===== config.mk =====
export PLATFORM = sky130hd
export DESIGN_NAME = uart_rx
export DESIGN_NICKNAME = d
export VERILOG_FILES = /design/src/rtl/uart_rx.sv
export SDC_FILE = /design/constraint.sdc
export NUM_CORES = 1
export LEC_CHECK = 0
export ABC_AREA = 1
export BUFFER_PORTS_ARGS = -buffer_cell sky130_fd_sc_hd__buf_2
export CORE_MARGIN = 3
export CORE_UTILIZATION = 57
export CTS_CLUSTER_DIAMETER = 40
export DETAILED_ROUTE_END_ITERATION = 6
export GPL_TIMING_DRIVEN = 0
export MAX_ROUTING_LAYER = met4
export PLACE_DENSITY = 0.75
export SYNTH_ARGS = -nofsm -noshare
export SYNTH_HDL_FRONTEND = slang
export SYNTH_SLANG_ARGS = --single-unit

===== constraint.sdc =====
create_clock -name clk -period 2.05 [get_ports clk]
set_clock_uncertainty 0.2 [all_clocks]
set_input_delay 0.41 -clock clk [delete_from_list [all_inputs] [get_ports clk]]
set_output_delay 0.41 -clock clk [all_outputs]
set_load 0.1 [all_outputs]

===== src/rtl/uart_rx.sv =====
// 8N1 UART receiver: 2-flop input synchronizer, mid-bit sampling FSM,
// registered one-cycle valid / frame_err strobes and a busy flag.
module uart_rx #(
  parameter int CLKS_PER_BIT = 16
) (
  input  logic       clk,
  input  logic       reset,
  input  logic       rx,
  output logic [7:0] data,
  output logic       valid,
  output logic       frame_err,
  output logic       busy
);

  localparam int CW = (CLKS_PER_BIT > 2) ? $clog2(CLKS_PER_BIT) : 1;
  localparam logic [CW-1:0] HALF_M1 = CW'(CLKS_PER_BIT / 2 - 1);
  localparam logic [CW-1:0] FULL_M1 = CW'(CLKS_PER_BIT - 1);

  typedef enum logic [2:0] {
    IDLE,
    START,
    DATA,
    STOP,
    WAIT_HIGH
  } state_t;

  state_t        state, state_n;
  logic [CW-1:0] cnt, cnt_n;
  logic [2:0]    idx, idx_n;
  logic [7:0]    shreg, shreg_n;
  logic [7:0]    data_n;
  logic          valid_n, ferr_n;
  logic          rx_m, rx_s;

  // Idle-high synchronizer so reset never looks like a start bit.
  always_ff @(posedge clk or posedge reset) begin
    if (reset) begin
      rx_m <= 1'b1;
      rx_s <= 1'b1;
    end else begin
      rx_m <= rx;
      rx_s <= rx_m;
    end
  end

  always_ff @(posedge clk or posedge reset) begin
    if (reset) begin
      state     <= IDLE;
      cnt       <= '0;
      idx       <= '0;
      shreg     <= '0;
      data      <= '0;
      valid     <= 1'b0;
      frame_err <= 1'b0;
      busy      <= 1'b0;
    end else begin
      state     <= state_n;
      cnt       <= cnt_n;
      idx       <= idx_n;
      shreg     <= shreg_n;
      data      <= data_n;
      valid     <= valid_n;
      frame_err <= ferr_n;
      busy      <= (state_n != IDLE);
    end
  end

  // valid is a one-cycle strobe with no ready: the consumer must take data
  // in that cycle; data then holds until the next good frame.
  always_comb begin
    state_n = state;
    cnt_n   = cnt;
    idx_n   = idx;
    shreg_n = shreg;
    data_n  = data;
    valid_n = 1'b0;
    ferr_n  = 1'b0;
    case (state)
      IDLE: begin
        if (!rx_s) begin
          state_n = START;
          cnt_n   = '0;
        end
      end
      START: begin
        if (cnt == HALF_M1) begin
          cnt_n   = '0;
          idx_n   = '0;
          state_n = rx_s ? IDLE : DATA;
        end else begin
          cnt_n = cnt + CW'(1);
        end
      end
      DATA: begin
        if (cnt == FULL_M1) begin
          cnt_n          = '0;
          shreg_n[idx]   = rx_s;
          idx_n          = idx + 3'd1;
          if (idx == 3'd7) state_n = STOP;
        end else begin
          cnt_n = cnt + CW'(1);
        end
      end
      STOP: begin
        if (cnt == FULL_M1) begin
          cnt_n = '0;
          if (rx_s) begin
            data_n  = shreg;
            valid_n = 1'b1;
            state_n = IDLE;
          end else begin
            ferr_n  = 1'b1;
            state_n = WAIT_HIGH;
          end
        end else begin
          cnt_n = cnt + CW'(1);
        end
      end
      WAIT_HIGH: begin
        // Line break: ignore a low line until it has returned high.
        if (rx_s) state_n = IDLE;
      end
      default: state_n = IDLE;
    endcase
  end

endmodule


==> tab_implementation.tex <==
\begin{tabular}{lr}
\hline
Metric & Value \\
\hline
\multicolumn{2}{l}{\textbf{Status}} \\
\quad Run status & finished clean \\
\multicolumn{2}{l}{\textbf{Floorplan}} \\
\quad I/O pins & 14 \\
\quad Starting utilization of the core area & 62.15\% \\
\quad Num rows & 17 \\
\quad Placeable Area & 2297 sq um \\
\quad Horizontal die dimension & 56.05 microns \\
\quad Total die area & 3141 sq um \\
\quad Height of the die & 56.05 microns \\
\multicolumn{2}{l}{\textbf{STA}} \\
\quad Setup Viol. Count Final & 0 \\
\quad Slew of the pin with the lowest slew margin & 1098 ps \\
\quad Period utilization & 83.91\% \\
\quad Slew headroom & 26.71\% \\
\quad Aggregate negative setup slack & 0 ps \\
\quad Maximum operating frequency & 581.4 MHz \\
\quad Number of hold-slack violations in the final timing report & 0 \\
\quad Tmin final & 1720 ps \\
\quad Setup repair after global routing missed its margin & no \\
\quad Number of max-slew violations in the final report & 0 \\
\multicolumn{2}{l}{\textbf{Clocking}} \\
\quad CTS resizes & 0 \\
\quad Clock tree from TritonCTS & yes \\
\quad Clock sink total & 31 \\
\quad Clock Root Buffer & clkbuf\_4 \\
\quad Clock input transition at the sequential cells of the worst setup and hold paths & 90 ps \\
\quad Number of H-tree branching levels & 2 \\
\quad Bufs on Longest Clock Path & 2 \\
\quad Number of buffers created by CTS & 5 \\
\quad Clock latency reported for the late side of the worst-skew pair & 320 ps \\
\multicolumn{2}{l}{\textbf{Synthesis}} \\
\quad Adder-cell share of the synthesized area & 2.629\% \\
\quad Synthesized instance count & 165 \\
\quad Synth Cell Area & 1428 sq um \\
\quad Area fraction of the dominant cell type after synthesis & 50.83\% \\
\quad Post-synthesis sequential element count & 31 \\
\quad Proportion of synthesized flip-flops having asynchronous set or reset & 100.0\% \\
\quad Post-synth top area cell & dfrtp\_1 \\
\quad Mean instance size in the synthesized netlist & 8.652 sq um \\
\quad Post-synthesis mux area share & 0\% \\
\quad Leading cell type by number of instances after synthesis & nand2\_1 \\
\quad Count of flip-flops with a built-in enable after synthesis & 0 \\
\quad Largest family of logic cells by synthesized area & simple AND/OR/NAND/NOR gates \\
\quad Seq/Total Area, Yosys & 54.51\% \\
\quad Top flip-flop cell by instance count after synthesis & dfrtp\_1 \\
\quad Post-synthesis compound-gate area fraction & 5.083\% \\
\quad Warnings, synthesis & 0 \\
\quad Most used standard cells in the synthesized netlist & nand2\_1, dfrtp\_1, inv\_1 \\
\quad Fraction of the mapped netlist area in simple logic gates & 31.20\% \\
\quad Top area cells in the synthesized netlist & dfrtp\_1, nand2\_1, nand3\_1 \\
\quad Synthesized netlist net count & 171 \\
\quad Post-synthesis share of cell area spent on xor and xnor gates & 0.6135\% \\
\quad Number of distinct library cell variants in the gate-level netlist after synthesis & 22 \\
\multicolumn{2}{l}{\textbf{Route}} \\
\quad Met1 layer wirelength in the final routing & 1.224 mm \\
\quad Post-route DRC violation count & 0 \\
\quad Wire per inst & 11.48 microns \\
\quad Average vias per placed instance & 5.033 \\
\quad Final wirelength & 2.468 mm \\
\quad Total vias in the final route & 1,082 \\
\quad Violation count after the first detailed-route iteration & 23 \\
\quad Antenna viol nets, final & 0 \\
\quad Drt pass-1 iters & 4 \\
\quad Detail Route met2 WL & 1.083 mm \\
\quad Uppermost layer routed & met4 \\
\quad Wire length on met3 & 106 microns \\
\multicolumn{2}{l}{\textbf{Setup path}} \\
\quad Crit path max fanout & 2 \\
\quad Crit path cell chain & buf\_2 \\
\quad Delay of the slowest critical-path stage & 430 ps \\
\quad Data arrival time of the critical path & 1110 ps \\
\quad Worst path buffer plus inverter count & 1 \\
\quad Startpoint of the worst-slack reg-to-reg timing path & cnt[0] \\
\quad Number of cells on the worst reg-to-reg path & 7 \\
\quad CP startpoint kind & register \\
\quad Worst R2R Setup Slack & 460 ps \\
\quad Slowest cell on the critical path & buf\_2 \\
\quad Worst Setup End Kind & primary output \\
\quad Required time at the endpoint of the critical path & 1440 ps \\
\quad Dominant delay contributor by cell family on the critical path & buffers and inverters \\
\quad Reg2Reg Capture Point & data[1] \\
\quad Kind of critical path & register to primary output \\
\multicolumn{2}{l}{\textbf{Layout}} \\
\quad Design area & 1588 sq um \\
\quad Net total in the final layout & 192 \\
\quad Layout overhead on the synthesized area & 11.22\% \\
\quad Ratio of cells with drive above 1 in the final layout & 18.72\% \\
\quad Filler Cells Inserted & 193 \\
\quad Core utilization of the finished layout & 69.12\% \\
\quad \# diodes & 0 \\
\multicolumn{2}{l}{\textbf{Global routing}} \\
\quad Number of global-route vias before repair & 1,060 \\
\quad Antenna violations before repair & 0 \\
\quad Pin count of the biggest net entering global routing & 32 \\
\quad Overall overflow remaining after global route & 0 \\
\quad Wire length of the first global-routing pass & 4.443 mm \\
\quad All-layer global routing usage & 18.89\% \\
\multicolumn{2}{l}{\textbf{Placed design}} \\
\quad Routability congestion estimate from global placement & 0.8329 \\
\quad Buffers added on ports & 13 \\
\quad Cell area after placement & 1528 sq um \\
\quad Post-DP HPWL & 1.800 mm \\
\multicolumn{2}{l}{\textbf{Pwr}} \\
\quad Internal power component & 943.7 uW \\
\quad Power spent charging and discharging nets & 564.9 uW \\
\quad Clock share of power & 22.1\% \\
\quad Switching part of the total & 37.45\% \\
\quad Ratio of total power to cell area & 950.1 nW/um\^{}2 \\
\quad Leakage power & 0.0008588 uW \\
\quad Peak VDD IR & 0.001108 V \\
\quad Sequential cell fraction of total power & 50.3\% \\
\quad Share of power burned in combinational logic & 27.7\% \\
\multicolumn{2}{l}{\textbf{Min path}} \\
\quad Min-Delay Path Class & primary input to async pin \\
\multicolumn{2}{l}{\textbf{Run}} \\
\quad Number of maximum-capacitance constraint violations & 0 \\
\hline
\end{tabular}
==> layout by cell type (no fill, tap or decap), types with 3 or more instances in the layout <==
master	Yosys	routed
nand2_2	3	3
nor2_4	3	3
a21oi_1	3	3
o21ai_0	10	10
nor2_1	13	13
nand2_1	57	57
nand3_1	14	14
dfrtp_1	29	29
inv_1	16	16
clkbuf_4	0	5
ha_1	3	3
buf_2	1	14
==> cell type report <==
type | instances | area, sq um | area share [%]
flip-flops and latches | 31 | 778.2 | 49.02
clock buffers | 7 | 45.04 | 2.837
inverters | 18 | 72.57 | 4.571
multi-input cells | 114 | 564.3 | 35.54
repair buffers | 14 | 75.07 | 4.728
plain buffers | 2 | 12.51 | 0.7880
clock inverters | 1 | 5.005 | 0.3152
well taps | 28 | 35.03 | 2.206
==> power groups by stage <==
stage          logic (uW)  clock network, uW  registers, uW
2_1_floorplan         280                  0            819
3_3_place_gp          399                  0            764
3_5_place_dp          415                  0            769
4_1_cts               417                341            756
5_1_grt               470                381            771
6_report              417                333            759
==> cell families (layout without fill, tap and decap cells) <==
| kind of cell | after synthesis | in the layout |
|---|---|---|
| AND/OR/NAND/NOR | 96 | 96 |
| buffers and inverters | 20 | 42 |
| XOR/XNOR | 1 | 1 |
| AO/OA/AOI/OAI | 14 | 14 |
| adder cells (fa/ha/maj) | 3 | 3 |
| flip-flops | 31 | 31 |
==> flip-flops by register name (all words and copies together), names as in the netlist, 3 cells and up <==
register and flops:
cnt 4, idx 3, shreg 8, data 8, state 3
==> metal layers <==
layer | vias up | GRT usage, %
met1 | 495 | 23.16
met5 | - | -
met3 | 7 | 5.104
met4 | 0 | 10.17
li1 | 557 | -
met2 | 23 | 28.38
==> how the worst max path moves through the flow <==
stage / start / slack (ps) / to / cells past startpoint
2_1_floorplan: data[0] / 540 / data[0] / 0
3_3_place_gp: reset / 410 / state[0] / 2
3_5_place_dp: reset / 360 / idx[2] / 2
4_1_cts: data[6] / 310 / data[6] / 1
5_1_grt: data[5] / 270 / data[5] / 1
6_report: data[1] / 330 / data[1] / 1
==> stage by stage <==
step,cells,power [uW],hold WS (ps),worst slack (ps)
after CTS,215,1515,161.9,313.2
after detailed placement,206,1183,149.1,362.0
after floorplan,165,1099,145.2,542.3
final,215,1509,149.2,329.9
after global placement,206,1163,146.1,409.7
after global routing,215,1621,163.5,271.3
==> timing repair <==
| item | in CTS | in global routing |
|---|---|---|
| buffers inserted | 0 | 0 |
| setup endpoints to repair | 0 | 0 |
| endpoints found under the hold margin | 1 | 0 |
| hold buffers | 1 | 0 |
Power figures use the tool's default switching activity.
